<file path="config.mk">
export PLATFORM = sky130hd
export DESIGN_NAME = eth_port_arb_flat
export DESIGN_NICKNAME = d
export VERILOG_FILES = /design/src/rtl/eth_port_arb_if.sv /design/src/rtl/eth_port_arb.sv /design/src/flat_wrapper.sv
export SDC_FILE = /design/constraint.sdc
export NUM_CORES = 1
export LEC_CHECK = 0
export CAP_MARGIN = 5
export CORE_MARGIN = 2
export CORE_UTILIZATION = 40
export DETAILED_ROUTE_END_ITERATION = 12
export MAX_ROUTING_LAYER = met4
export PLACE_DENSITY = 0.84
export SYNTH_ARGS = -nofsm -noshare
export SYNTH_HDL_FRONTEND = slang
export SYNTH_SLANG_ARGS = --single-unit
</file>
<file path="constraint.sdc">
create_clock -name clk -period 2.1 [get_ports clk]
set_input_delay 0.315 -clock clk [delete_from_list [all_inputs] [get_ports clk]]
set_output_delay 0.315 -clock clk [all_outputs]
set_load 0.005 [all_outputs]
</file>
<file path="src/rtl/eth_port_arb_if.sv">
`default_nettype none
// ============================================================================
// Module   : eth_port_arb_if
// Brief    : Requester-side and egress-side signal bundle for eth_port_arb.
// Revision : 1.0
// ============================================================================
interface eth_port_arb_if #(
    parameter int NUM_REQ = 2
);
    logic [NUM_REQ-1:0]    req;
    logic [NUM_REQ-1:0]    in_vld;
    logic [34*NUM_REQ-1:0] in_word;
    logic [NUM_REQ-1:0]    gnt;
    logic [NUM_REQ-1:0]    acc;
    logic                  out_stall;
    logic                  out_vld;
    logic [33:0]           out_word;

    modport slave (
        input  req, in_vld, in_word, out_stall,
        output gnt, acc, out_vld, out_word
    );

    modport master (
        output req, in_vld, in_word, out_stall,
        input  gnt, acc, out_vld, out_word
    );
endinterface
`default_nettype wire

</file>
<file path="src/rtl/eth_port_arb.sv">
`default_nettype none
// ============================================================================
// Module   : eth_port_arb
// Brief    : Packet-level round-robin arbiter and output mux for one egress port.
// Revision : 1.0
// ============================================================================
module eth_port_arb #(
    parameter int NUM_REQ   = 2,
    parameter int MAX_BEATS = 64,
    parameter int CNT_W     = 16
) (
    input  logic             clk,
    input  logic             reset,
    eth_port_arb_if.slave    bus,
    output logic             busy,
    output logic             timeout_err,
    output logic [CNT_W-1:0] pkt_cnt
);

    localparam int C_IDX_W  = $clog2(NUM_REQ);
    localparam int C_BEAT_W = (MAX_BEATS > 1) ? $clog2(MAX_BEATS) : 1;
    localparam int C_WORD_W = 34;

    typedef enum logic [0:0] {
        ST_IDLE = 1'b0,
        ST_LOCK = 1'b1
    } state_t;

    state_t                r_state;
    logic [C_IDX_W-1:0]    r_owner;
    logic [C_IDX_W-1:0]    r_rr_ptr;
    logic [C_BEAT_W-1:0]   r_beat_cnt;
    logic [NUM_REQ-1:0]    r_gnt;
    logic                  r_out_vld;
    logic [C_WORD_W-1:0]   r_out_word;
    logic                  r_timeout_err;
    logic [CNT_W-1:0]      r_pkt_cnt;

    logic [C_IDX_W:0]      w_cand;
    logic [C_IDX_W-1:0]    w_win;
    logic                  w_any;
    logic [NUM_REQ-1:0]    w_win_onehot;
    logic [C_WORD_W-1:0]   w_own_word;
    logic [NUM_REQ-1:0]    w_acc;
    logic                  w_accept;
    logic                  w_last;
    logic                  w_force;
    logic                  w_release;
    logic [C_IDX_W-1:0]    w_next_ptr;

    // Scan from rr_ptr upward with wraparound; the first requester hit wins.
    always_comb begin
        w_cand = '0;
        w_win  = '0;
        w_any  = 1'b0;
        for (int k = 0; k < NUM_REQ; k++) begin
            w_cand = {1'b0, r_rr_ptr} + (C_IDX_W+1)'(k);
            if (w_cand >= (C_IDX_W+1)'(NUM_REQ)) begin
                w_cand = w_cand - (C_IDX_W+1)'(NUM_REQ);
            end
            if (!w_any && bus.req[w_cand[C_IDX_W-1:0]]) begin
                w_any = 1'b1;
                w_win = w_cand[C_IDX_W-1:0];
            end
        end
    end

    assign w_win_onehot = NUM_REQ'(1) << w_win;

    always_comb begin
        w_own_word = '0;
        for (int i = 0; i < NUM_REQ; i++) begin
            if (r_owner == C_IDX_W'(i)) begin
                w_own_word = bus.in_word[C_WORD_W*i +: C_WORD_W];
            end
        end
    end

    // gnt is zero outside LOCK, so any accept belongs to the current owner.
    assign w_acc      = r_gnt & bus.in_vld & {NUM_REQ{~bus.out_stall}};
    assign w_accept   = |w_acc;
    assign w_last     = (r_beat_cnt == C_BEAT_W'(MAX_BEATS - 1));
    assign w_force    = w_accept & ~w_own_word[33] & w_last;
    assign w_release  = w_accept & (w_own_word[33] | w_last);
    assign w_next_ptr = (r_owner == C_IDX_W'(NUM_REQ - 1)) ? '0 : r_owner + C_IDX_W'(1);

    always_ff @(posedge clk or posedge reset) begin
        if (reset) begin
            r_state       <= ST_IDLE;
            r_owner       <= '0;
            r_rr_ptr      <= '0;
            r_beat_cnt    <= '0;
            r_gnt         <= '0;
            r_out_vld     <= 1'b0;
            r_out_word    <= '0;
            r_timeout_err <= 1'b0;
            r_pkt_cnt     <= '0;
        end else begin
            r_out_vld     <= 1'b0;
            r_timeout_err <= 1'b0;
            case (r_state)
                ST_IDLE: begin
                    if (w_any) begin
                        r_gnt      <= w_win_onehot;
                        r_owner    <= w_win;
                        r_beat_cnt <= '0;
                        r_state    <= ST_LOCK;
                    end
                end
                ST_LOCK: begin
                    if (w_accept) begin
                        r_out_vld  <= 1'b1;
                        r_out_word <= {w_own_word[33] | w_force, w_own_word[32:0]};
                        r_beat_cnt <= r_beat_cnt + C_BEAT_W'(1);
                        if (w_release) begin
                            r_gnt         <= '0;
                            r_rr_ptr      <= w_next_ptr;
                            r_pkt_cnt     <= r_pkt_cnt + CNT_W'(1);
                            r_timeout_err <= w_force;
                            r_state       <= ST_IDLE;
                        end
                    end
                end
                default: r_state <= ST_IDLE;
            endcase
        end
    end

    assign bus.gnt      = r_gnt;
    assign bus.acc      = w_acc;
    assign bus.out_vld  = r_out_vld;
    assign bus.out_word = r_out_word;
    assign busy         = (r_state == ST_LOCK);
    assign timeout_err  = r_timeout_err;
    assign pkt_cnt      = r_pkt_cnt;

endmodule
`default_nettype wire

</file>
<file path="src/flat_wrapper.sv">
// flat-port wrapper written by rule: the top's interface ports become plain ports
module eth_port_arb_flat 
#(
    parameter int NUM_REQ   = 2,
    parameter int MAX_BEATS = 64,
    parameter int CNT_W     = 16
)
  (clk, reset, busy, timeout_err, pkt_cnt, bus_req, bus_in_vld, bus_in_word, bus_out_stall, bus_gnt, bus_acc, bus_out_vld, bus_out_word);
  eth_port_arb_if #(.NUM_REQ(NUM_REQ)) bus_i ();
  input  logic clk;
  input  logic reset;
  output logic busy;
  output logic timeout_err;
  output logic [CNT_W-1:0] pkt_cnt;
  input wire logic [$bits(bus_i.req)-1:0] bus_req;
  input wire logic [$bits(bus_i.in_vld)-1:0] bus_in_vld;
  input wire logic [$bits(bus_i.in_word)-1:0] bus_in_word;
  input wire logic [$bits(bus_i.out_stall)-1:0] bus_out_stall;
  output wire logic [$bits(bus_i.gnt)-1:0] bus_gnt;
  output wire logic [$bits(bus_i.acc)-1:0] bus_acc;
  output wire logic [$bits(bus_i.out_vld)-1:0] bus_out_vld;
  output wire logic [$bits(bus_i.out_word)-1:0] bus_out_word;
  assign bus_i.req = bus_req;
  assign bus_i.in_vld = bus_in_vld;
  assign bus_i.in_word = bus_in_word;
  assign bus_i.out_stall = bus_out_stall;
  assign bus_gnt = bus_i.gnt;
  assign bus_acc = bus_i.acc;
  assign bus_out_vld = bus_i.out_vld;
  assign bus_out_word = bus_i.out_word;
  eth_port_arb #(.NUM_REQ(NUM_REQ), .MAX_BEATS(MAX_BEATS), .CNT_W(CNT_W)) u_core (.clk(clk), .reset(reset), .bus(bus_i), .busy(busy), .timeout_err(timeout_err), .pkt_cnt(pkt_cnt));
endmodule
</file>
Word-level counts from Yosys, hierarchy flattened --
Index checks and enable logic that the tools add are counted. Widths: inputs -> output; s select.
Word-level totals: flip-flop bits (word level) 63, input bits 75, output and inout port bits 57
Cells by class: $add $sub $neg 6, magnitude comparators 4, equality and inequality tests 4, shift operators 1, multiplexer cells 28, bitwise gates (word level) 10, reduce and logical (&&, ||, !) cells 8
Operators by type and width (count):
- $mux 34 | 1
- $mux 1 | 19
- $add 16x1->16 const B | 1
- $mux 6 | 2
- $pmux 6 s2 | 1
- $add 6x1->6 const B | 1
- $eq 6x6->1 const B | 1
- $mux 2 | 3
- $reduce_and 2->1 | 3
- $reduce_and 3->1 | 2
- $and 2x2->2 | 2
- $lt 1x2->1 const B | 2
- $ne 2x2->1 const B | 2
- $pmux 2 s2 | 1
- $and 1x1->1 | 3
- $not 1->1 | 3
- $add 1x1->2 const B | 1
- $ge 1x2->1 const B | 1
- $ge 2x2->1 const B | 1
- $ne 2x1->1 const B | 1
- $or 1x1->1 | 2
- $pmux 1 s2 | 1
- $reduce_or 2->1 | 1
- $shl 1x1->2 const A | 1
- 4 further kinds | 5

Depth between registers and ports, before layout --
Gate-level depths: netlist of run 1.
depth after elaboration 11, mapped depth 6

Worst setup path after synthesis of run 1 --
OpenSTA, ideal clock, no wires.
kind register to register, from register u_core.r_gnt[0] (netlist: u_core.bus.gnt[0]), to register u_core.r_pkt_cnt[1] (netlist: u_core.pkt_cnt[1]), library setup time 0.127 ns, data arrival time 1.513 ns, data required time 1.973 ns, setup slack 0.460 ns, cell stages (with the launch flop) 7, cells stage by stage dfrtp_1 -> a22oi_1 -> or2_4 -> buf_6 -> clkinv_4 -> nand2_4 -> mux2_1
On the way: cells in the longest elaborated chain, start to end 5
Ends and longest elaborated chain:
- from (decl) | RTL line eth_port_arb.sv:33 | logic [NUM_REQ-1:0] r_gnt;
- from (signal assigned) | RTL line eth_port_arb.sv:104 | r_gnt <= w_win_onehot;
- $and 2x2->2 * (2 in a row) | RTL line eth_port_arb.sv:80 | assign w_acc = r_gnt & bus.in_vld & {NUM_REQ{~bus.out_stall}};
- $reduce_or 2->1 * | RTL line eth_port_arb.sv:81 | assign w_accept = |w_acc;
- $and 1x1->1 | RTL line eth_port_arb.sv:84 | assign w_release = w_accept & (w_own_word[33] | w_last);
- $reduce_and 3->1 (no line) *
- to (signal assigned) | RTL line eth_port_arb.sv:118 | r_pkt_cnt <= r_pkt_cnt + CNT_W'(1);
- to (decl) | RTL line eth_port_arb.sv:37 | logic [CNT_W-1:0] r_pkt_cnt;
Every way passes the cells marked *; elsewhere a longest branch is shown, timed or not. A chain may end at the register's enable or synchronous reset.

Worst setup path in the final report of run 1 --
from input bus_in_vld[1], to output bus_acc[1]
On the way: cells in the longest elaborated chain, start to end 2
Ends and longest elaborated chain:
- from (decl) | RTL line flat_wrapper.sv:16 | input wire logic [$bits(bus_i.in_vld)-1:0] bus_in_vld;
- $and 2x2->2 (2 in a row) | RTL line eth_port_arb.sv:80
- to (decl) | RTL line flat_wrapper.sv:20 | output wire logic [$bits(bus_i.acc)-1:0] bus_acc;
Every way passes these cells.

==> results of run 1 <==
==> Yosys cell counts <==
cell type,number,area (sq um)
a21o_1,1,7.510
a21oi_1,2,10.01
a22oi_1,1,7.510
a311o_1,1,10.01
a31o_2,1,8.760
and2_0,1,6.260
and3_1,5,31.28
buf_1,1,3.750
buf_2,8,40.04
buf_6,1,11.26
clkbuf_1,3,11.26
clkinv_4,1,8.760
dfrtp_1,63,1577
ha_1,2,25.02
inv_1,4,15.01
mux2_1,1,11.26
mux2i_1,36,360.4
nand2_1,46,172.7
nand2_4,1,11.26
nand2b_2,1,8.760
nand3_1,8,40.04
nand4_1,13,81.33
nor2_1,7,26.28
nor3_1,5,25.02
nor3b_1,1,7.510
nor4_1,1,6.260
o21ai_0,36,180.2
o21ai_2,1,8.760
o311ai_1,1,8.760
o31a_1,1,8.760
o41ai_1,1,8.760
or2_4,1,8.760
xnor2_1,17,148.9
==> final timing paths <==
path	to
worst max-delay path	bus_acc[1]
worst min-delay path	u_core.bus.gnt[0]
worst max register to register	u_core.pkt_cnt[11]
worst min register to register	u_core.pkt_cnt[15]
max in group asynchronous	u_core.bus.out_word[22]
min in group clk	u_core.pkt_cnt[15]
==> worst max-delay path, cell delays in order <==
cell,delay (ps)
clkdlybuf4s50_1,480
nand2_1,50
nor2_1,80
clkdlybuf4s50_1,500
==> layer usage <==
metal,wire length [um],share of wire (%)
met2,3381,49
met1,2956,43
met5,0,0
met4,80,1.2
met3,504,7.3
==> cell type report <==
| cell class | count | area [sq um] | share of cell area (%) |
|---|---|---|---|
| Timing Repair Buffer | 140 | 1404 | 30.78 |
| Sequential cell | 63 | 1578 | 34.60 |
| Clock inverter | 3 | 42.54 | 0.9328 |
| Clock buffer | 13 | 158.9 | 3.484 |
| Inverter | 5 | 23.77 | 0.5213 |
| Tap cell | 99 | 123.9 | 2.716 |
| Multi-Input combinational cell | 192 | 1230 | 26.97 |
==> sequential cells by signal (all words and copies together), names as in the netlist <==
signal,cells
u_core.timeout_err,1
u_core.pkt_cnt,16
u_core.r_beat_cnt,6
u_core.bus.gnt,2
u_core.busy,1
u_core.r_owner,1
u_core.r_rr_ptr,1
u_core.bus.out_vld,1
u_core.bus.out_word,34
==> stage by stage <==
step / utilization [%] / area, sq um / instances
6_report: 63.90 / 4561 / 515
4_1_cts: 63.90 / 4561 / 515
5_1_grt: 63.90 / 4561 / 515
3_5_place_dp: 61.08 / 4359 / 499
2_1_floorplan: - / 2897 / 273
3_3_place_gp: 61.08 / 4359 / 499
==> power groups by stage <==
stage          Sequential (mW)  Clock (mW)  Combinational [mW]
2_1_floorplan             1.90           0               0.896
3_3_place_gp              1.89           0                1.94
6_report                  1.89        1.05                1.96
5_1_grt                   1.94        1.14                2.17
3_5_place_dp              1.91           0                2.00
4_1_cts                   1.89        1.08                2.00
==> logic make-up (layout without fill, tap and decap cells) <==
group / count (synthesis) / after routing / share of synthesized area, %
multiplexers: 37 / 37 / 12.83
buffers and inverters: 18 / 161 / 3.110
XOR/XNOR: 17 / 17 / 5.140
AO/OA/AOI/OAI: 46 / 46 / 8.942
flip-flops: 63 / 63 / 54.43
AND/OR/NAND/NOR: 90 / 90 / 14.69
adder cells (fa/ha/maj): 2 / 2 / 0.8638
==> cell usage in the layout, fill, tap and decap left out, drive strengths merged, types with 4 or more instances in the layout <==
cell type      count
inv                4
nor2               7
xnor2             17
nand2             47
and3               5
clkdlybuf4s50    131
o21ai             37
nand3              8
nand4             13
clkbuf            13
mux2i             36
buf                9
nor3               5
dfrtp             63
==> impl_metrics.toml, run 1 <==
[yosys]
ys_warn_count = 0
synth_cells = 273
ys_seq_area_share_pct = 54.43
ys_ff_latch = 63
synth_fp_nets = 350
syn_area_sq_um = 2897
synth_cell_types = 33
syn-mean-instance-area_sq_um = 10.61

[sta]
tightest_slew_ps = 580.1
drv_slew = 0
max_freq_mhz = 573.1
fin_ws_ps = 355.1
period_minus_slack_ps = 1745
hold_violations = 0
slew_headroom_pct = 61.33
finalCritPeriodShare_pct = 83.09
fin_skew_ps = 10.62
finalSetupTns_ps = 0
setup_viol_count_final = 0
whs_ps = 357.9
rsz0062_at_grt = "no"

[worst_setup_path]
crit_type = "in -> out"
cp.arrival_ps = 1430
r2r_slack_ps = 480
rr_worst_depth = 6
end_kind = "output pin"
critPathMaxFanout = 2
start_kind = "primary input"
timing.rr.start = "u_core.r_beat_cnt[0]"
required_ps = 1780
cp-startpoint = "bus_in_vld[1]"

[worst_hold_path]
hold_path_class = "in -> async"

[detailed_routing]
drt_wl_total_um = 6924
routedWlPerCell_um = 13.44
postRouteAntennaNets = 0
drt-vias-per-instance = 4.901
drc_errors = 0
drt_iter0_drc = 79
dr.pass1.iters = 5
dr_total_vias = 2524

[power]
comb_power_share_pct = 40.0
swShare_pct = 30.93
seqPwrFrac_pct = 38.5
ir_drop_uv = 506.9
power_switching_mw = 1.517
p_leak_nw = 1.988
power_density_nw_per_um2 = 1075
power_mw = 4.905
pwr-share-clk_pct = 21.4
power.internal_mw = 3.388

[grt]
grt_pass1_vias = 2319
use_met1_pct = 21.83
grt_antenna_before_repair = 0
grt_pass1_wl_um = 10580
grtUsageMet3_pct = 4.709
grt_max_degree = 36
use_met2_pct = 28.89
grt_overflow_total = 0
grt_use_total_pct = 18.06
globalRoute.busiestLayer = "met2"

[cells_and_area]
syn2layout_area_growth_pct = 57.45
fillers = 623
n_antenna_cell = 0
final_nets = 488
drive_gt1_share_pct = 7.452

[clock_network]
numCtsBuffers = 9
holdBufCountCts = 0
clk_path_buf_depth = 2
cts_tree = "done"
clkTransAtPathRegs_ps = 70
post-cts-setup-buffers = 0
cts.sink_count = 63
cts_resized = 0
clock_latency_ps = 340
htreeDepth = 3
cts_root_buffer = "clkbuf_8"

[place]
place_ws_ps = 130.6
port_buffers = 131
globalplace.congestion = 0.8806
post-dp-hpwl_um = 5373

[die]
rows = 31
dieArea_sq_um = 7938
core_sq_um = 7137
ios = 132
start_util_pct = 40.59
fp.dieW_um = 89.10
die_y_um = 89.10

[run]
max-cap-violations = 0

[status]
outcome = "finished, final reports clean"
Power figures use the tool's default switching activity.
==> run 2: changes to the inputs <==
==> constraint.sdc (replaced) <==
create_clock -name clk -period 1.8 [get_ports clk]
set_input_delay 0.27 -clock clk [delete_from_list [all_inputs] [get_ports clk]]
set_output_delay 0.27 -clock clk [all_outputs]
set_load 0.005 [all_outputs]
==> impl_metrics.toml, run 2 (synthesis gave the netlist of run 1 again) <==
[status]
outcome = "finished, final reports clean"

[worst_setup_path]
rr_worst_depth = 6
required_ps = 1530
end_kind = "output pin"
timing.rr.start = "u_core.r_beat_cnt[0]"
r2r_slack_ps = 220
cp_common_cell = "clkdlybuf4s50_1"
start_kind = "primary input"
critPathMaxFanout = 2
crit_path_max_incr_delay_ps = 500
cp.arrival_ps = 1390
worstPathCellList = "clkdlybuf4s50_1 -> nand2_1 -> nor2_1 -> clkdlybuf4s50_1"
timing.rr.end = "u_core.pkt_cnt[8]"
critical_path.slowest_cell = "clkdlybuf4s50_1"
cp-startpoint = "bus_in_vld[1]"
crit_path_end = "bus_acc[1]"
crit_type = "in -> out"

[sta]
max_freq_mhz = 600.9
rsz0062_at_grt = "no"
finalSetupTns_ps = 0
period_minus_slack_ps = 1664
fin_skew_ps = 6.963
setup_viol_count_final = 0
tightest_slew_ps = 406.3
whs_ps = 238.9
drv_slew = 0
hold_violations = 0
slew_headroom_pct = 72.66
finalCritPeriodShare_pct = 92.46

[clock_network]
post-cts-setup-buffers = 0
cts_resized = 0
cts.sink_count = 63
clk_path_buf_depth = 2
numCtsBuffers = 9
clock_latency_ps = 340
holdBufCountCts = 0
clkTransAtPathRegs_ps = 80
cts_tree = "done"
htreeDepth = 3
cts_root_buffer = "clkbuf_8"

[cells_and_area]
final_nets = 495
syn2layout_area_growth_pct = 62.07
drive_gt1_share_pct = 9.456
mostFrequentLayoutCells = "131 x clkdlybuf4s50_1, 62 x dfrtp_1, 46 x nand2_1"
final_common_cell = "clkdlybuf4s50_1"
largest_reg_flops = 34
final_cells = 522
n_antenna_cell = 0

[die]
core_sq_um = 7137
die_y_um = 89.10
ios = 132
start_util_pct = 40.59
rows = 31
fp.dieW_um = 89.10
dieArea_sq_um = 7938

[worst_hold_path]
hold_path_class = "in -> async"

[detailed_routing]
drt_wl_total_um = 7115
drt-vias-per-instance = 4.925
dr_total_vias = 2571
postRouteAntennaNets = 0
drt_iter0_drc = 84
drc_errors = 0
routedWlPerCell_um = 13.63
dr.pass1.iters = 4

[power]
pwr-share-clk_pct = 28.3
seqPwrFrac_pct = 34.8
ir_drop_uv = 582.0
swShare_pct = 29.18
p_leak_nw = 2.057
power_density_nw_per_um2 = 1346
power.internal_mw = 4.474
comb_power_share_pct = 36.9
power_switching_mw = 1.844

[grt]
grt_antenna_before_repair = 0
grt_max_degree = 38
grt_use_total_pct = 19.64
grt_overflow_total = 0
grt_pass1_vias = 2570
grt_pass1_wl_um = 11610

[place]
port_buffers = 131
post-dp-hpwl_um = 5591
placed_cells = 506
globalplace.congestion = 0.8471

[run]
max-cap-violations = 0
[run 2: layout make-up]
cell class | count | area [sq um]
Clock buffer | 9 | 123.9
Clock inverter | 7 | 167.7
Fill cell | 590 | 2442
Inverter | 5 | 27.53
Multi-Input combinational cell | 192 | 1230
Sequential cell | 63 | 1578
Tap cell | 99 | 123.9
Timing Repair Buffer | 147 | 1444
[run 2: metrics by stage]
stage | setup slack [ps] | utilization [%] | power, mW | cell area, sq um
2_1_floorplan | 159.8 | - | 3.261 | 2900
3_3_place_gp | -18.98 | 61.69 | 4.509 | 4403
3_5_place_dp | -47.61 | 61.69 | 4.589 | 4403
4_1_cts | 124.8 | 65.78 | 6.384 | 4695
5_1_grt | 47.81 | 65.78 | 6.716 | 4695
6_report | 135.8 | 65.78 | 6.317 | 4695
[run 2: power by group through the flow]
stage          clock network (mW)  logic [mW]  registers, mW
6_report                     1.79        2.33           2.20
5_1_grt                      1.86        2.58           2.27
4_1_cts                      1.80        2.37           2.21
3_5_place_dp                    0        2.36           2.23
3_3_place_gp                    0        2.31           2.20
2_1_floorplan                   0        1.05           2.22
[run 2: worst min-delay path by stage]
| stage | end | slack, ps | cells past startpoint |
|---|---|---|---|
| finish | u_core.bus.out_word[29] | 240 | 2 |
| floorplan | u_core.bus.gnt[0] | 390 | 1 |
| CTS | u_core.bus.out_word[29] | 240 | 2 |
| global placement | u_core.bus.out_word[19] | 460 | 2 |
| global route | u_core.bus.out_word[28] | 280 | 2 |
| detailed placement | u_core.bus.out_word[10] | 470 | 2 |
[run 2: routing by layer]
layer | global-route usage [%] | vias to the layer above | part of all wire [%]
met1 | 23.72 | 1201 | 42
met4 | 6.784 | 0 | 1.1
li1 | - | 1246 | -
met3 | 4.894 | 9 | 7.6
met2 | 32.12 | 115 | 50
met5 | - | - | 0
[run 2: critical path, delay by kind of cell]
family,cells,cell delay (ps)
and+or+nand+nor,2,140
buffers and inverters,2,990
